$ cat config.mk
export PLATFORM = sky130hd
export DESIGN_NAME = cla_nibble_serial_adder
export DESIGN_NICKNAME = d
export VERILOG_FILES = /design/src/rtl/cla_nibble_serial_adder.sv
export SDC_FILE = /design/constraint.sdc
export NUM_CORES = 1
export LEC_CHECK = 0
export ABC_AREA = 0
export BUFFER_PORTS_ARGS = -buffer_cell sky130_fd_sc_hd__buf_4
export CAP_MARGIN = 20
export CELL_PAD_IN_SITES_DETAIL_PLACEMENT = 0
export CELL_PAD_IN_SITES_GLOBAL_PLACEMENT = 2
export CORE_MARGIN = 4
export CORE_UTILIZATION = 32
export CTS_BUF_LIST = sky130_fd_sc_hd__clkbuf_16
export CTS_CLUSTER_DIAMETER = 80
export CTS_CLUSTER_SIZE = 10
export DETAILED_ROUTE_END_ITERATION = 12
export PLACE_DENSITY = 0.77
export SETUP_SLACK_MARGIN = 0.1
export SYNTH_ARGS = -nofsm -noshare
export SYNTH_HDL_FRONTEND = slang
export SYNTH_SLANG_ARGS = --single-unit
$ cat constraint.sdc
create_clock -name clk -period 3.85 [get_ports clk]
set_clock_uncertainty 0.2 [all_clocks]
set_input_delay 0.385 -clock clk [delete_from_list [all_inputs] [get_ports clk]]
set_output_delay 0.385 -clock clk [all_outputs]
set_load 0.02 [all_outputs]
$ cat src/rtl/cla_nibble_serial_adder.sv
// cla_nibble_serial_adder
//   WIDTH-bit adder built around a single 4-bit carry-look-ahead slice.
//   An operand pair is accepted over a valid/ready handshake. The pair is
//   added one nibble per clock, LSB nibble first. The result (sum + carry-out)
//   is presented over a second valid/ready handshake.
//   Optional feature: define CLA_SERIAL_OVF_EN to add the out_ovf port
//   (two's-complement overflow, registered with the result).

// Pure combinational 4-bit carry-look-ahead slice with full sum-of-products
// carries; c2 is exported only when the overflow output needs it.
module cla_nibble_slice (
    input  logic [3:0] a,
    input  logic [3:0] b,
    input  logic       cin,
    output logic [3:0] s,
`ifdef CLA_SERIAL_OVF_EN
    output logic       c2_out,
`endif
    output logic       c3
);
    logic [3:0] g;
    logic [3:0] p;
    logic       c0;
    logic       c1;
    logic       c2;

    assign g = a & b;
    assign p = a ^ b;

    assign c0 = g[0]
              | (p[0] & cin);
    assign c1 = g[1]
              | (p[1] & g[0])
              | (p[1] & p[0] & cin);
    assign c2 = g[2]
              | (p[2] & g[1])
              | (p[2] & p[1] & g[0])
              | (p[2] & p[1] & p[0] & cin);
    assign c3 = g[3]
              | (p[3] & g[2])
              | (p[3] & p[2] & g[1])
              | (p[3] & p[2] & p[1] & g[0])
              | (p[3] & p[2] & p[1] & p[0] & cin);

    assign s = p ^ {c2, c1, c0, cin};

`ifdef CLA_SERIAL_OVF_EN
    assign c2_out = c2;
`endif
endmodule

module cla_nibble_serial_adder #(
    parameter int WIDTH = 16
) (
    input  logic             clk,
    input  logic             rst_n,
    input  logic             in_valid,
    output logic             in_ready,
    input  logic [WIDTH-1:0] in_a,
    input  logic [WIDTH-1:0] in_b,
    input  logic             in_cin,
    output logic             out_valid,
    input  logic             out_ready,
    output logic [WIDTH-1:0] out_sum,
    output logic             out_cout,
`ifdef CLA_SERIAL_OVF_EN
    output logic             out_ovf,
`endif
    output logic             busy
);
    localparam int NIB  = WIDTH / 4;
    localparam int IDXW = (NIB > 1) ? $clog2(NIB) : 1;
    localparam logic [IDXW-1:0] IDX_LAST = IDXW'(NIB - 1);
    localparam logic [IDXW-1:0] IDX_ONE  = IDXW'(1);

    // Reject widths that cannot be split into whole nibbles.
    generate
        if ((WIDTH < 4) || ((WIDTH % 4) != 0)) begin : g_bad_width
            $error("cla_nibble_serial_adder: WIDTH must be a multiple of 4 and >= 4");
        end
    endgenerate

    typedef enum logic [1:0] {
        IDLE = 2'd0,
        RUN  = 2'd1,
        DONE = 2'd2
    } state_t;

    state_t            state;
    state_t            state_next;
    logic [WIDTH-1:0]  op_a;
    logic [WIDTH-1:0]  op_b;
    logic [WIDTH-1:0]  result;
    logic [WIDTH-1:0]  result_next;
    logic              carry;
    logic [IDXW-1:0]   idx;
    logic              last_step;

    logic [3:0]        nib_a;
    logic [3:0]        nib_b;
    logic [3:0]        slice_s;
    logic              slice_c3;
`ifdef CLA_SERIAL_OVF_EN
    logic              slice_c2;
`endif

    // Handshake and status outputs are pure decodes of the registered state.
    assign in_ready  = (state == IDLE);
    assign out_valid = (state == DONE);
    assign busy      = (state != IDLE);
    assign last_step = (idx == IDX_LAST);

    // Nibble idx of each captured operand feeds the shared slice.
    assign nib_a = op_a[{idx, 2'b00} +: 4];
    assign nib_b = op_b[{idx, 2'b00} +: 4];

    cla_nibble_slice u_slice (
        .a      (nib_a),
        .b      (nib_b),
        .cin    (carry),
        .s      (slice_s),
`ifdef CLA_SERIAL_OVF_EN
        .c2_out (slice_c2),
`endif
        .c3     (slice_c3)
    );

    // State register.
    // NOTE: sequential state uses non-blocking assignments so every register
    // samples pre-edge values regardless of block ordering.
    always_ff @(posedge clk or negedge rst_n) begin
        if (!rst_n) begin
            state <= IDLE;
        end else begin
            state <= state_next;
        end
    end

    // Next-state decode: accept in IDLE, step NIB times in RUN, wait in DONE.
    // NOTE: state_next gets a default before the case so no path leaves it
    // unassigned and no latch is inferred.
    always_comb begin
        state_next = state;
        case (state)
            IDLE:    if (in_valid)  state_next = RUN;
            RUN:     if (last_step) state_next = DONE;
            DONE:    if (out_ready) state_next = IDLE;
            default: state_next = IDLE;
        endcase
    end

    // Result with the current slice sum merged into nibble idx.
    always_comb begin
        result_next = result;
        result_next[{idx, 2'b00} +: 4] = slice_s;
    end

    // Datapath: capture operands on accept, one nibble per RUN cycle, and
    // load the output registers on the final nibble so they only change
    // when entering DONE.
    // NOTE: these few datapath flops are all reset, so a reset mid-addition
    // leaves no stale operand, carry or partial result behind.
    always_ff @(posedge clk or negedge rst_n) begin
        if (!rst_n) begin
            op_a     <= '0;
            op_b     <= '0;
            result   <= '0;
            carry    <= 1'b0;
            idx      <= '0;
            out_sum  <= '0;
            out_cout <= 1'b0;
`ifdef CLA_SERIAL_OVF_EN
            out_ovf  <= 1'b0;
`endif
        end else begin
            case (state)
                IDLE: begin
                    if (in_valid) begin
                        op_a  <= in_a;
                        op_b  <= in_b;
                        carry <= in_cin;
                        idx   <= '0;
                    end
                end
                RUN: begin
                    result <= result_next;
                    carry  <= slice_c3;
                    if (last_step) begin
                        idx      <= '0;
                        out_sum  <= result_next;
                        out_cout <= slice_c3;
`ifdef CLA_SERIAL_OVF_EN
                        out_ovf  <= slice_c2 ^ slice_c3;
`endif
                    end else begin
                        idx <= idx + IDX_ONE;
                    end
                end
                default: ;
            endcase
        end
    end
endmodule
# Word level (Yosys, flattened, before mapping)
# Index checks and enable logic that the tools add are counted.
[classes] bitwise_logic=29 n_eq_ne=6 n_shift=4 addsub=2 n_reduce_logical=7 mux=10
[op_table] cell="$shiftx 16x5->4" n=2
[op_table] cell="$and 1x1->1" n=16
[op_table] cell="$bwmux 16" n=1
[op_table] cell="$shift 4x6->16 const A" n=1
[op_table] cell="$shiftx 4x6->16" n=1
[op_table] cell="$mux 2" n=5
[op_table] cell="$or 1x1->1" n=10
[op_table] cell="$xor 4x4->4" n=2
[op_table] cell="$neg 4->6" n=1
[op_table] cell="$pmux 2 s3" n=1
[op_table] cell="$reduce_and 2->1" n=3
[op_table] cell="$and 4x4->4" n=1
[op_table] cell="$eq 2x2->1 const B" n=2
[op_table] cell="$ne 2x2->1 const B" n=2
[op_table] cell="$pmux 2 s2" n=1
[op_table] cell="$reduce_bool 2->1" n=2
[op_table] cell="$reduce_and 3->1" n=1
[op_table] cell="$add 2x1->2 const B" n=1
[op_table] cell="$eq 2x1->1 const B" n=1
[op_table] cell="$logic_not 2->1" n=1
[op_table] cell="$ne 2x1->1 const B" n=1
[op_table] cell="$pmux 1 s2" n=1
[op_table] cell="$mux 1" n=1
[word_totals] register_bits=70 in_bits=37 output_inout_bits=20 elab_cells=66

# Logic depth before layout (Yosys ltp)
[logic_depth] depth_word=9 depth_mapped=8 mapped_depth_nobuf=6

# Modules after synthesis
# From an unflattened synthesis, not the netlist that was laid out.
[unflattened] cells_unflattened=259 hier_area_um2=3399.5
[modules_own_cells] module="cla_nibble_serial_adder" cells_per_inst=242 n_inst=1 area_each_um2=3251.9 seq_area_each_um2=1751.7
[modules_own_cells] module="cla_nibble_slice" cells_per_inst=17 n_inst=1 area_each_um2=147.6 seq_area_each_um2=0.0

# Worst setup path before layout
# OpenSTA, ideal clock, no wires.
[synth_timing] kind="reg2reg" start="register idx[0]" end="register result[11]" path_stages_with_launch=9 n_path_buf=2 path_slack_ps=1029 required_ps=3528 setup_time_ps=122 synth_period_minus_slack_ps=2821 arrival_ps=2499 cell_sequence="dfrtp_1 buf_2 mux4_2 ha_1 buf_2 a41oi_1 o21ai_2 xor2_1 a32o_1"
[synth_between] elab_chain_len=9 word_cells_on_any_way=24 classes_between="add/sub: 1; shift: 4; mux: 1; bitwise: 18"
[synth_lines] item="start, declared" line_no="96" rtl="logic [IDXW-1:0] idx;"
[synth_lines] item="start signal, assigned" line_no="196" rtl="idx <= idx + IDX_ONE;"
[synth_lines] item="$shiftx 16x5->4 (on tied branches)" line_no="114, 115"
[synth_lines] item="$xor 4x4->4 or $and 4x4->4 (tied branches)" line_no="28, 27"
[synth_lines] item="$and 1x1->1 (on tied branches)" line_no="36, 37, 38"
[synth_lines] item="$or 1x1->1, or another cell as far along" line_no="36" rtl="| (p[2] & g[1])"
[synth_lines] item="$or 1x1->1 or $and 1x1->1 (tied branches)" line_no="37, 38"
[synth_lines] item="$or 1x1->1" line_no="38" rtl="| (p[2] & p[1] & p[0] & cin);"
[synth_lines] item="$xor 4x4->4" line_no="45" rtl="assign s = p ^ {c2, c1, c0, cin};"
[synth_lines] item="$shiftx 4x6->16" line_no="155" rtl="result_next[{idx, 2'b00} +: 4] = slice_s;"
[synth_lines] item="$bwmux 16 *" line_no="155"
[synth_lines] item="end signal, assigned" line_no="186" rtl="result <= result_next;"
[synth_lines] item="end, declared" line_no="93" rtl="logic [WIDTH-1:0] result;"
# Every way passes the cells marked *; elsewhere a longest branch is shown, timed or not.
# A chain may end at the register's enable or synchronous reset.

# Final worst setup path
[layout_timing] start="register idx[0]" end="register out_sum[3]"
[layout_between] elab_chain_len=9 word_cells_on_any_way=26 classes_between="add/sub: 1; eq/ne: 1; shift: 4; mux: 1; bitwise: 18; reduce/logical: 1"
[layout_lines] item="$shiftx 16x5->4 (on tied branches)" line_no="114, 115"
[layout_lines] item="$xor 4x4->4 or $and 4x4->4 (tied branches)" line_no="28, 27"
[layout_lines] item="$and 1x1->1 (on tied branches)" line_no="36, 37, 38"
[layout_lines] item="$or 1x1->1, or another cell as far along" line_no="36"
[layout_lines] item="$or 1x1->1 or $and 1x1->1 (tied branches)" line_no="37, 38"
[layout_lines] item="$or 1x1->1" line_no="38"
[layout_lines] item="$xor 4x4->4" line_no="45"
[layout_lines] item="$shiftx 4x6->16" line_no="155"
[layout_lines] item="$bwmux 16" line_no="155"
[layout_lines] item="end signal, assigned" line_no="190" rtl="out_sum <= result_next;"
[layout_lines] item="end, declared" line_no="64" rtl="output logic [WIDTH-1:0] out_sum,"
# Parallel ways exist; a longest one is shown, timed or not.

==> impl_metrics.tcl <==
set metrics [dict create \
    status "finished with violations" \
    violations "negative hold slack" \
    r2r_cells 6 \
    cellPowerDensity_nw_per_um2 1040 \
    via_per_inst 5.08 \
    synth_edf_count 0 \
    routed_wl_mm 7.51 \
    h-tree-depth 3 \
    syn_avg_cell_area_um2 12.6 \
    grt_max_degree 71 \
    yosys_most_used_dff "dfrtp_1" \
    hold_viol 31 \
    post_cts_buffers 0 \
    min_period_over_period_pct 82.7 \
    clk_pin_slew_ps 60 \
    rows 37 \
    cp-start-kind "flop" \
    final.setup.tns_ps 0 \
    cts_tree "done" \
    die_x_um 111 \
    rsz0062_at_grt "false" \
    mappedNetlistArea_um2 3390 \
    multi_input_area_um2 1520 \
    slew_headroom_pct 40.9 \
    io_pins 57 \
    worstPathRequired_ps 3820 \
    final_antenna_net_count 0 \
    dieArea_um2 12300 \
    ir_drop_mv 0.361 \
    ys_async_sr_fraction_pct 100 \
    clock-sinks 70 \
    syn_nets 319 \
    yosysSeqAreaShare_pct 51.7 \
    grt_pass1_wl_mm 13.1 \
    clk-insertion-delay-late_ps 330 \
    p_leak_nw 1.86 \
    grt_use_met1_pct 18.3 \
    cts_buffers 9 \
    cp_max_fo 17 \
    drt_iter0_markers 75 \
    fill_cells 984 \
    final_nets 373 \
    crit_buf_inv 0 \
    critical_path.endpoint_type "flop" \
    dp_hpwl_mm 5.51 \
    path_cells "mux4_2 > ha_1 > a41oi_1 > o21ai_2 > xnor2_1 > o31ai_1" \
    period_minus_slack_ps 3180 \
    route.detailed.drc 0 \
    arrival_ps 3160 \
    rrSetupSlack_ps 670 \
    clockBufferDepth 2 \
    die_h_um 111 \
    yosys_warnings 0 \
    initial_core_util_pct 32.8 \
    r2r-start "idx[0]$_DFFE_PN0P_" \
    critPathCapture "out_sum[3]$_DFFE_PN0P_" \
    hold_path.class "primary input to asynchronous set/reset pin" \
    cts-root-buf "clkbuf_16" \
    first_global_vias 2513 \
    grt_use_met2_pct 19.7 \
    cp_top_family "flip-flops" \
    finalSetupViolations 0 \
    slowest_delay_ps 840 \
    whs_ps -28.5 \
    track_usage_pct 13.0 \
    antenna_found_initial 0 \
    critical_path_class "flop to flop" \
    synthDistinctLibCells 42 \
    dr.pass1.iters 4 \
    yosys-top-cells-count "70 x dfrtp_1, 32 x mux2_1, 21 x nor2_1, 12 x a32o_1, 11 x ha_1" \
    drt-wirelength-per-cell_um 16.2 \
    antenna_cells 0 \
    regArea_um2 1750 \
    final-max-slew-violation-count 0 \
    gp_congestion 0.753 \
    post_cts_resized 0 \
    use_met3_pct 3.60 \
    synth_most_common_cell "dfrtp_1" \
    maxCapViolCount 0 \
    syn_to_final_growth_pct 24.5 \
    io_buffers 56 \
    critical_path.startpoint "idx[0]$_DFFE_PN0P_" \
    grt-busiest-layer "met2" \
    synth.largest_area_cell "dfrtp_1" \
    cts-hold-fix-buffers 0 \
    drive_gt1_share_pct 27.1 \
    slowest_stage "dfrtp_1" \
    grt_overflow 0 \
    cp.depth 6 \
    worst_slew_pin_slew_ps 887 \
    vias 2355 \
    core-area_um2 10300 \
    synth-seq-cells 70 \
    timing.fmax_mhz 314 \
    syn-instance-count 270 \
    synthTopCellsByArea "dfrtp_1 52%, mux2_1 11%, mux4_2 5.3%" \
    synth_top_area_share_pct 51.7 \
    r2r-end "out_sum[3]$_DFFE_PN0P_" \
]
-- worst register-to-register path, delay by kind of cell, from the launching register on --
| kind | cells | cell delay [ps] |
|---|---|---|
| AO/OA/AOI/OAI | 3 | 550 |
| XOR/XNOR | 1 | 400 |
| multiplexers | 1 | 610 |
| flip-flops | 1 | 840 |
| adder cells (fa/ha/maj) | 1 | 430 |
-- cells in the final DEF, fill, tap and decap left out, drive strengths merged, types with 3 or more instances in the layout --
| cell type | instances |
|---|---|
| inv | 12 |
| o31ai | 5 |
| clkbuf | 9 |
| buf | 59 |
| a21oi | 9 |
| o21bai | 6 |
| a311oi | 4 |
| mux4 | 8 |
| a22o | 4 |
| nor2 | 21 |
| o21ai | 3 |
| mux2 | 32 |
| a32o | 12 |
| ha | 11 |
| nand3 | 9 |
| nand2 | 10 |
| a221oi | 8 |
| dfrtp | 70 |
| mux2i | 4 |
| nand2b | 6 |
-- cell families after synthesis --
logic type / share of synthesized area [%]
AO/OA/AOI/OAI: 13.0
XOR/XNOR: 1.03
adder cells (fa/ha/maj): 4.65
buffers and inverters: 3.47
flip-flops: 51.7
multiplexers: 17.1
AND/OR/NAND/NOR: 9.08
-- registers in the layout (all words and copies together) (netlist names) --
register	count
result	16
out_cout	1
op_a	16
carry	1
out_sum	16
state	2
idx	2
op_b	16
-- layer usage --
metal,wire (µm),up-vias
met3,364,6
met5,0,-
met1,3650,1165
li1,-,1117
met4,78,0
met2,3420,67
-- power by group --
part / internal, mW / switching, mW / total [mW]
Combinational: 0.939 / 1.32 / 2.26
Clock: 0.503 / 0.322 / 0.825
Sequential: 1.08 / 0.250 / 1.32
Total: 2.52 / 1.89 / 4.41
-- layout make-up --
cell class	count	area share (%)
Inverter	10	0.889
Clock inverter	6	1.69
Timing Repair Buffer	59	10.5
Sequential cell	70	41.5
Tap cell	136	4.03
Multi-Input combinational cell	174	36.1
Clock buffer	9	5.34
-- metrics by stage --
| stage | setup WS, ps | instance area, µm² | util (%) | power [mW] | instances |
|---|---|---|---|---|---|
| final | 667 | 4220 | 40.9 | 4.41 | 464 |
| after global routing | 385 | 4220 | 40.9 | 4.74 | 464 |
| after CTS | 660 | 4220 | 40.9 | 4.44 | 464 |
| after detailed placement | 676 | 3920 | 38.0 | 3.60 | 449 |
| after global placement | 743 | 3920 | 38.0 | 3.55 | 449 |
| after floorplan | 1030 | 3390 | - | 2.94 | 270 |
-- worst min-delay path by stage --
stage	slack (ps)	endpoint	start
after global placement	260	op_a[1]$_DFFE_PN0P_	op_a[1]$_DFFE_PN0P_
final	-30	out_sum[4]$_DFFE_PN0P_	rst_n
after detailed placement	270	op_b[3]$_DFFE_PN0P_	op_b[3]$_DFFE_PN0P_
after global routing	40	state[1]$_DFFE_PN0P_	out_ready
after floorplan	-110	carry$_DFFE_PN0P_	rst_n
after CTS	20	out_sum[1]$_DFFE_PN0P_	rst_n
Power figures use the tool's default switching activity.
